### src/rtl/pybit_seq.sv
// pybit_seq: payload bit sequencer for BR/EDR payloads.
// Frames every air-bit strobe into data / CRC / pad periods, builds the FEC 2/3
// block structure (data slots then parity slots) and FEC 1/3 triple-strobe
// slots, and in RX produces a decoder period lagging the payload by one block.
// Optional feature: define PYBIT_SEQ_LENCLIP_EN to clip pylenbit to MAX_LEN.
module pybit_seq #(
  parameter int LENW     = 13,
  parameter int FEC_DATA = 10,
  parameter int FEC_PAR  = 5,
  parameter int CRC_LEN  = 16,
  parameter int MAX_LEN  = 8168
) (
  input  logic            clk_6M,
  input  logic            rstz,
  input  logic            py_datvalid_p,
  input  logic            py_st_p,
  input  logic            abort_p,
  input  logic            pk_encode,
  input  logic [LENW-1:0] pylenbit,
  input  logic            crcencode,
  input  logic            fec31encode,
  input  logic            fec32encode,
  output logic            py_period,
  output logic            dec_py_period,
  output logic            daten,
  output logic            fec32en,
  output logic            py_datperiod,
  output logic            py_crc16period,
  output logic            py_daten,
  output logic [LENW-1:0] bitcount,
  output logic            fec32bk_endp,
  output logic            py_endp,
  output logic            dec_py_endp,
  output logic            len_clip
);

  localparam int BLK32 = FEC_DATA + FEC_PAR;
  localparam int SW    = $clog2(BLK32 + 1);

  localparam logic [SW-1:0]   DAT_SLOTS = SW'(FEC_DATA);
  localparam logic [SW-1:0]   DAT_LAST  = SW'(FEC_DATA - 1);
  localparam logic [SW-1:0]   F32_LAST  = SW'(BLK32 - 1);
  localparam logic [LENW:0]   CRC_ADD   = (LENW+1)'(CRC_LEN);
  // One extra bit over the total width so the data limit never wraps.
  localparam logic [LENW+1:0] BLK_DATA  = (LENW+2)'(FEC_DATA);

  typedef enum logic [1:0] {
    ST_IDLE  = 2'd0,
    ST_RUN   = 2'd1,
    ST_DRAIN = 2'd2
  } state_t;

  state_t          state_r;
  state_t          state_nxt_s;

  // Configuration latched at an accepted start.
  logic            fec32_r;
  logic            fec31_r;
  logic            enc_r;
  logic            crc_r;
  logic [LENW-1:0] len_r;
  logic [LENW:0]   total_r;

  // Slot / strobe bookkeeping.
  logic [SW-1:0]   slot_r;
  logic [1:0]      sub_r;
  logic [LENW-1:0] bitcnt_r;
  // Running value of FEC_DATA*k, k being the 1-based block number.
  logic [LENW+1:0] datlim_r;
  logic            dec_r;

  logic [LENW-1:0] len_in_s;
  logic            start_s;
  logic            active_s;
  logic            slot_done_s;
  logic            last_slot_s;
  logic            blk_end_s;
  logic            py_endp_s;
  logic            dec_endp_s;
  logic            py_period_s;
  logic            qual_s;
  logic            datp_s;
  logic            dat_slot_s;

`ifdef PYBIT_SEQ_LENCLIP_EN
  localparam logic [LENW-1:0] MAX_LEN_W = LENW'(MAX_LEN);
  logic clip_in_s;
  logic clip_r;

  assign clip_in_s = (pylenbit > MAX_LEN_W);
  assign len_in_s  = clip_in_s ? MAX_LEN_W : pylenbit;

  // Clip flag: refreshed at every accepted start, held otherwise.
  always_ff @(posedge clk_6M) begin
    if (!rstz) begin
      clip_r <= 1'b0;
    end else if (start_s) begin
      clip_r <= clip_in_s;
    end else begin
      clip_r <= clip_r;
    end
  end

  assign len_clip = clip_r;
`else
  // MAX_LEN is only meaningful when clipping is built in.
  logic unused_cfg_s;
  assign unused_cfg_s = (MAX_LEN > 32'sd0);
  assign len_in_s     = pylenbit;
  assign len_clip     = 1'b0;
`endif

  assign start_s     = (state_r == ST_IDLE) & py_st_p & ~abort_p &
                       (pylenbit != {LENW{1'b0}});
  assign active_s    = (state_r != ST_IDLE);
  assign slot_done_s = py_datvalid_p & active_s & (~fec31_r | (sub_r == 2'd2));
  assign last_slot_s = fec32_r ? (slot_r == F32_LAST) : (slot_r == DAT_LAST);
  // An abort on the final strobe suppresses every end pulse.
  assign blk_end_s   = slot_done_s & last_slot_s & ~abort_p;
  assign py_endp_s   = blk_end_s & (state_r == ST_RUN) &
                       (datlim_r >= {1'b0, total_r});
  assign dec_endp_s  = blk_end_s & (state_r == ST_DRAIN);

  // State register.
  always_ff @(posedge clk_6M) begin
    if (!rstz) begin
      state_r <= ST_IDLE;
    end else begin
      state_r <= state_nxt_s;
    end
  end

  // Next-state logic; abort overrides everything, including a start.
  always_comb begin
    state_nxt_s = state_r;
    if (abort_p) begin
      state_nxt_s = ST_IDLE;
    end else begin
      case (state_r)
        ST_IDLE: begin
          if (start_s) state_nxt_s = ST_RUN;
          else         state_nxt_s = ST_IDLE;
        end
        ST_RUN: begin
          if (py_endp_s) state_nxt_s = enc_r ? ST_IDLE : ST_DRAIN;
          else           state_nxt_s = ST_RUN;
        end
        ST_DRAIN: begin
          if (dec_endp_s) state_nxt_s = ST_IDLE;
          else            state_nxt_s = ST_DRAIN;
        end
        default: state_nxt_s = ST_IDLE;
      endcase
    end
  end

  // State-decoded outputs.
  always_comb begin
    py_period_s = 1'b0;
    case (state_r)
      ST_RUN:  py_period_s = 1'b1;
      default: py_period_s = 1'b0;
    endcase
  end

  // Configuration latch; FEC 2/3 wins over FEC 1/3 when both are requested.
  always_ff @(posedge clk_6M) begin
    if (!rstz) begin
      fec32_r <= 1'b0;
      fec31_r <= 1'b0;
      enc_r   <= 1'b0;
      crc_r   <= 1'b0;
      len_r   <= {LENW{1'b0}};
      total_r <= {(LENW+1){1'b0}};
    end else if (start_s) begin
      fec32_r <= fec32encode;
      fec31_r <= fec31encode & ~fec32encode;
      enc_r   <= pk_encode;
      crc_r   <= crcencode;
      len_r   <= len_in_s;
      total_r <= {1'b0, len_in_s} + (crcencode ? CRC_ADD : {(LENW+1){1'b0}});
    end else begin
      fec32_r <= fec32_r;
      fec31_r <= fec31_r;
      enc_r   <= enc_r;
      crc_r   <= crc_r;
      len_r   <= len_r;
      total_r <= total_r;
    end
  end

  // Slot, sub-strobe, bit and block counters; cleared whenever we go idle.
  always_ff @(posedge clk_6M) begin
    if (!rstz) begin
      slot_r   <= {SW{1'b0}};
      sub_r    <= 2'd0;
      bitcnt_r <= {LENW{1'b0}};
      datlim_r <= {(LENW+2){1'b0}};
    end else if (state_nxt_s == ST_IDLE) begin
      slot_r   <= {SW{1'b0}};
      sub_r    <= 2'd0;
      bitcnt_r <= {LENW{1'b0}};
      datlim_r <= {(LENW+2){1'b0}};
    end else if (start_s) begin
      slot_r   <= {SW{1'b0}};
      sub_r    <= 2'd0;
      bitcnt_r <= {LENW{1'b0}};
      datlim_r <= BLK_DATA;
    end else if (py_datvalid_p) begin
      if (fec31_r) sub_r <= (sub_r == 2'd2) ? 2'd0 : sub_r + 2'd1;
      else         sub_r <= 2'd0;
      if (slot_done_s) begin
        if (last_slot_s) begin
          slot_r   <= {SW{1'b0}};
          datlim_r <= datlim_r + BLK_DATA;
        end else begin
          slot_r   <= slot_r + {{(SW-1){1'b0}}, 1'b1};
          datlim_r <= datlim_r;
        end
        if (py_period_s & dat_slot_s) bitcnt_r <= bitcnt_r + {{(LENW-1){1'b0}}, 1'b1};
        else                          bitcnt_r <= bitcnt_r;
      end else begin
        slot_r   <= slot_r;
        bitcnt_r <= bitcnt_r;
        datlim_r <= datlim_r;
      end
    end else begin
      slot_r   <= slot_r;
      sub_r    <= sub_r;
      bitcnt_r <= bitcnt_r;
      datlim_r <= datlim_r;
    end
  end

  // Decoder period: opens after the first RX block, closes after the drain block.
  always_ff @(posedge clk_6M) begin
    if (!rstz) begin
      dec_r <= 1'b0;
    end else if (abort_p | dec_endp_s) begin
      dec_r <= 1'b0;
    end else if (blk_end_s & (state_r == ST_RUN) & ~enc_r) begin
      dec_r <= 1'b1;
    end else begin
      dec_r <= dec_r;
    end
  end

  assign dat_slot_s     = (slot_r < DAT_SLOTS);
  assign qual_s         = py_period_s | dec_r;
  assign datp_s         = py_period_s & (bitcnt_r < len_r);

  assign py_period      = py_period_s;
  assign dec_py_period  = dec_r;
  assign daten          = qual_s & dat_slot_s;
  assign fec32en        = qual_s & ~dat_slot_s;
  assign py_datperiod   = datp_s;
  assign py_crc16period = py_period_s & crc_r & (bitcnt_r >= len_r) &
                          ({1'b0, bitcnt_r} < total_r);
  assign py_daten       = datp_s & dat_slot_s;
  assign bitcount       = bitcnt_r;
  assign fec32bk_endp   = blk_end_s;
  assign py_endp        = py_endp_s;
  assign dec_py_endp    = dec_endp_s;

endmodule

### config.mk
export PLATFORM = sky130hd
export DESIGN_NAME = pybit_seq
export DESIGN_NICKNAME = d
export VERILOG_FILES = /design/src/rtl/pybit_seq.sv
export SDC_FILE = /design/constraint.sdc
export NUM_CORES = 1
export LEC_CHECK = 0
export BUFFER_PORTS_ARGS = -buffer_cell sky130_fd_sc_hd__buf_2
export CAP_MARGIN = 20
export CORE_MARGIN = 10
export CORE_UTILIZATION = 45
export CTS_BUF_LIST = sky130_fd_sc_hd__clkbuf_4
export DETAILED_ROUTE_END_ITERATION = 8
export PLACE_DENSITY = 0.61
export SLEW_MARGIN = 20
export SYNTH_ARGS = -nofsm -noshare
export SYNTH_HDL_FRONTEND = slang
export SYNTH_SLANG_ARGS = --single-unit
### constraint.sdc
create_clock -name clk_6M -period 2.7 [get_ports clk_6M]
set_clock_uncertainty 0.15 [all_clocks]
set_input_delay 0.27 -clock clk_6M [delete_from_list [all_inputs] [get_ports clk_6M]]
set_output_delay 0.27 -clock clk_6M [all_outputs]
set_load 0.01 [all_outputs]
==> results.yml <==
final_layout:
  fill_cells: 781
  nets: 610
  finish.instance_area_sq_um: 5090
  utilization_pct: 58.4
  diodes: 0
  layout-drive-gt1-share_pct: 32.2
  synthToLayoutAreaGrowth_pct: 26.6
detailed_routing:
  wl_mm: 10.6
  wire_per_inst_um: 16.0
  final_antenna_net_count: 0
  drcViolationCount: 0
  drtIter0Drc: 144
  routed-via-count: 3458
  dr.pass1.iters: 4
  avgViaCountPerCell: 5.23
timing:
  drv_slew: 0
  hold_violations: 0
  max_freq_mhz: 369
  finalSetupViolations: 1
  tightestPinTransition_ps: 514
  slew_headroom_pct: 65.4
  rsz0062_at_grt: "yes"
  period_minus_slack_ps: 2710
  finalCritPeriodShare_pct: 100
  hold_slack_ps: 46.9
  setup_ws_ps: -11.8
yosys:
  yosysTopAreaCellShare_pct: 31.3
  syn_nets: 519
  synth_xor_area_share_pct: 6.97
  synth-edff-count: 0
  synth_fa_ha_area_share_pct: 12.4
  synth_simple_gate_area_share_pct: 26.8
  async_flop_share_pct: 0
  ys_seq_elements: 63
  synth_area_leaders: "dfxtp_1 (31%), ha_1 (12%), nor2_4 (7.6%), nand2_1 (6.1%), a21boi_0 (3.9%)"
  netlist_area_sq_um: 4020
  yosysWarnings: 0
  avgSynthCellArea_sq_um: 8.80
  yosysTopAreaCell: "dfxtp_1"
  synthFlopType: "dfxtp_1"
  postSynthCellCount: 457
  synth.most_common_cell: "nand2_1"
  synth.distinct_cells: 50
  synth-compound-area-share_pct: 16.2
  synth.area.mux_share_pct: 0.249
  synth.top_cells.by_count: "nand2_1 (65), dfxtp_1 (63), ha_1 (40), inv_1 (30), nor2_4 (27)"
  synth_top_family_by_area: "simple AND/OR/NAND/NOR gates"
  synth-seq-area-share_pct: 31.3
floorplanning:
  initial_core_util_pct: 46.1
  die_h_um: 115
  core_area_sq_um: 8720
  die_area_sq_um: 13100
  die_x_um: 115
  fp-row-count: 34
  ios: 46
worst_setup_path:
  crit_cells: 9
  path_max_fanout: 3
  rrSetupSlack_ps: 60
  crit_path_start: "total_r[13]"
  critical_path_buf_inv_count: 3
  critPathLaunchType: "register"
  crit_required_ps: 2280
  r2r_start: "total_r[13]"
  timing.rr.end: "datlim_r[11]"
  crit_end: "py_endp"
  cp_slowest_cell: "dfxtp_2"
  crit_type: "register to primary output"
  r2r_cells: 9
  end_kind: "primary output"
  max_stage_delay_ps: 350
  crit_family: "simple AND/OR/NAND/NOR gates"
  cp_cell_sequence: "inv_2 > ha_4 > nand4b_1 > nor2_2 > o2111ai_2 > a211oi_2 > buf_4 > and2_4 > buf_6"
  cp.arrival_ps: 2290
pwr:
  power_uw: 1980
  pwr-share-comb_pct: 13.5
  clkPwrFrac_pct: 37.6
  p_sw_uw: 532
  p_leak_uw: 0.00204
  switching_share_pct: 26.9
  intPower_uw: 1450
  pwr-share-seq_pct: 49.0
  powerDensity_nw_per_um2: 388
  ir_drop_v: 0.000252
place:
  hpwl_mm: 7.92
  gp_congestion: 0.832
  placed_area_sq_um: 4490
  io_buffers: 44
clocking:
  clock_sinks: 63
  worstSkewPairLatency_ps: 430
  htree_levels: 3
  cts_tree: "yes"
  clkTransAtPathRegs_ps: 110
  cts_root_buf: "clkbuf_4"
  clockBufferDepth: 2
  cts_buffers: 9
grt:
  grt.total_usage_pct: 16.4
  grt_max_degree: 36
  overflow: 0
  grt_pass1_vias: 3488
  grt_pass1_wl_mm: 17.3
  antenna_found_initial: 0
outcome:
  status: "finished with violations"
  violations: "negative setup slack"
flow_run:
  cap_viol_max_count: 0
hold_path:
  hp-class: "primary input to register"
## worst reg2reg max path: cells and delay by family (launching register included)
family,cells,cell delay (ps)
fa+ha+maj,1,280
buf+inv,2,410
simple gates,4,700
flops,1,350
compound gates,2,630
## worst min path at each step
stage | from | endpoint | cells past startpoint
2_1_floorplan | crcencode | crc_r | 2
3_3_place_gp | len_r[3] | len_r[3] | 2
3_5_place_dp | enc_r | enc_r | 2
4_1_cts | pylenbit[11] | len_r[11] | 3
5_1_grt | py_datvalid_p | sub_r[1] | 4
6_report | py_datvalid_p | sub_r[1] | 4
## power groups by stage
stage               logic (uW)  registers, uW  clock network [uW]
global placement           208            985                   0
global route               294            972                 789
floorplan                  135            982                   0
CTS                        246            967                 753
finish                     266            969                 743
detailed placement         210            986                   0
## layer usage
layer | track usage [%] | vias up | wire (um)
met2 | 26.4 | 75 | 4840
li1 | - | 1765 | -
met3 | 3.46 | 12 | 510
met1 | 20.9 | 1606 | 5100
met4 | 6.02 | 0 | 139
met5 | 0 | - | 0
## cell families after synthesis
logic type | count (synthesis)
buf+inv | 45
compound gates | 88
simple gates | 187
fa+ha+maj | 40
flops | 63
xor+xnor | 32
mux | 1
other cells | 1
## layout by cell type, fill, tap and decap left out, drive strengths merged, types with 16 or more instances in the layout
master,instances
a21oi,21
a21boi,21
nand2,66
xor2,16
dlygate4sd3,17
ha,40
nor2,49
inv,30
buf,77
dfxtp,63
xnor2,16
## per-stage QoR
step           setup TNS, ps  cells  setup slack (ps)
2_1_floorplan              0    457               238
6_report               -11.8    661             -11.8
3_5_place_dp           -2120    623             -86.8
4_1_cts                    0    658              4.89
5_1_grt                 -304    661             -63.9
3_3_place_gp           -2290    623             -83.4
## timing repair
item                       CTS  global route
setup endpoints to repair   35            32
gates cloned                 1             0
hold endpoints to repair    16             1
resized for setup           28            31
buffers inserted             2             3
hold buffers                16             1
pin swaps                   11            14
## area by class of cell
| class | count | area, sq um | share of cell area [%] |
|---|---|---|---|
| Clock inverter | 7 | 87.6 | 1.72 |
| Clock buffer | 9 | 67.6 | 1.33 |
| Timing Repair Buffer | 95 | 689 | 13.5 |
| Inverter | 30 | 118 | 2.31 |
| Multi-Input combinational cell | 349 | 2720 | 53.4 |
| Sequential cell | 63 | 1280 | 25.1 |
| Tap cell | 108 | 135 | 2.65 |
## flip-flops by register name (all words and copies together) (netlist names), 2 cells and up
register / count
bitcount: 13
sub_r: 2
len_r: 13
slot_r: 4
state_r: 2
total_r: 10
datlim_r: 14
Power figures use the tool's default switching activity.
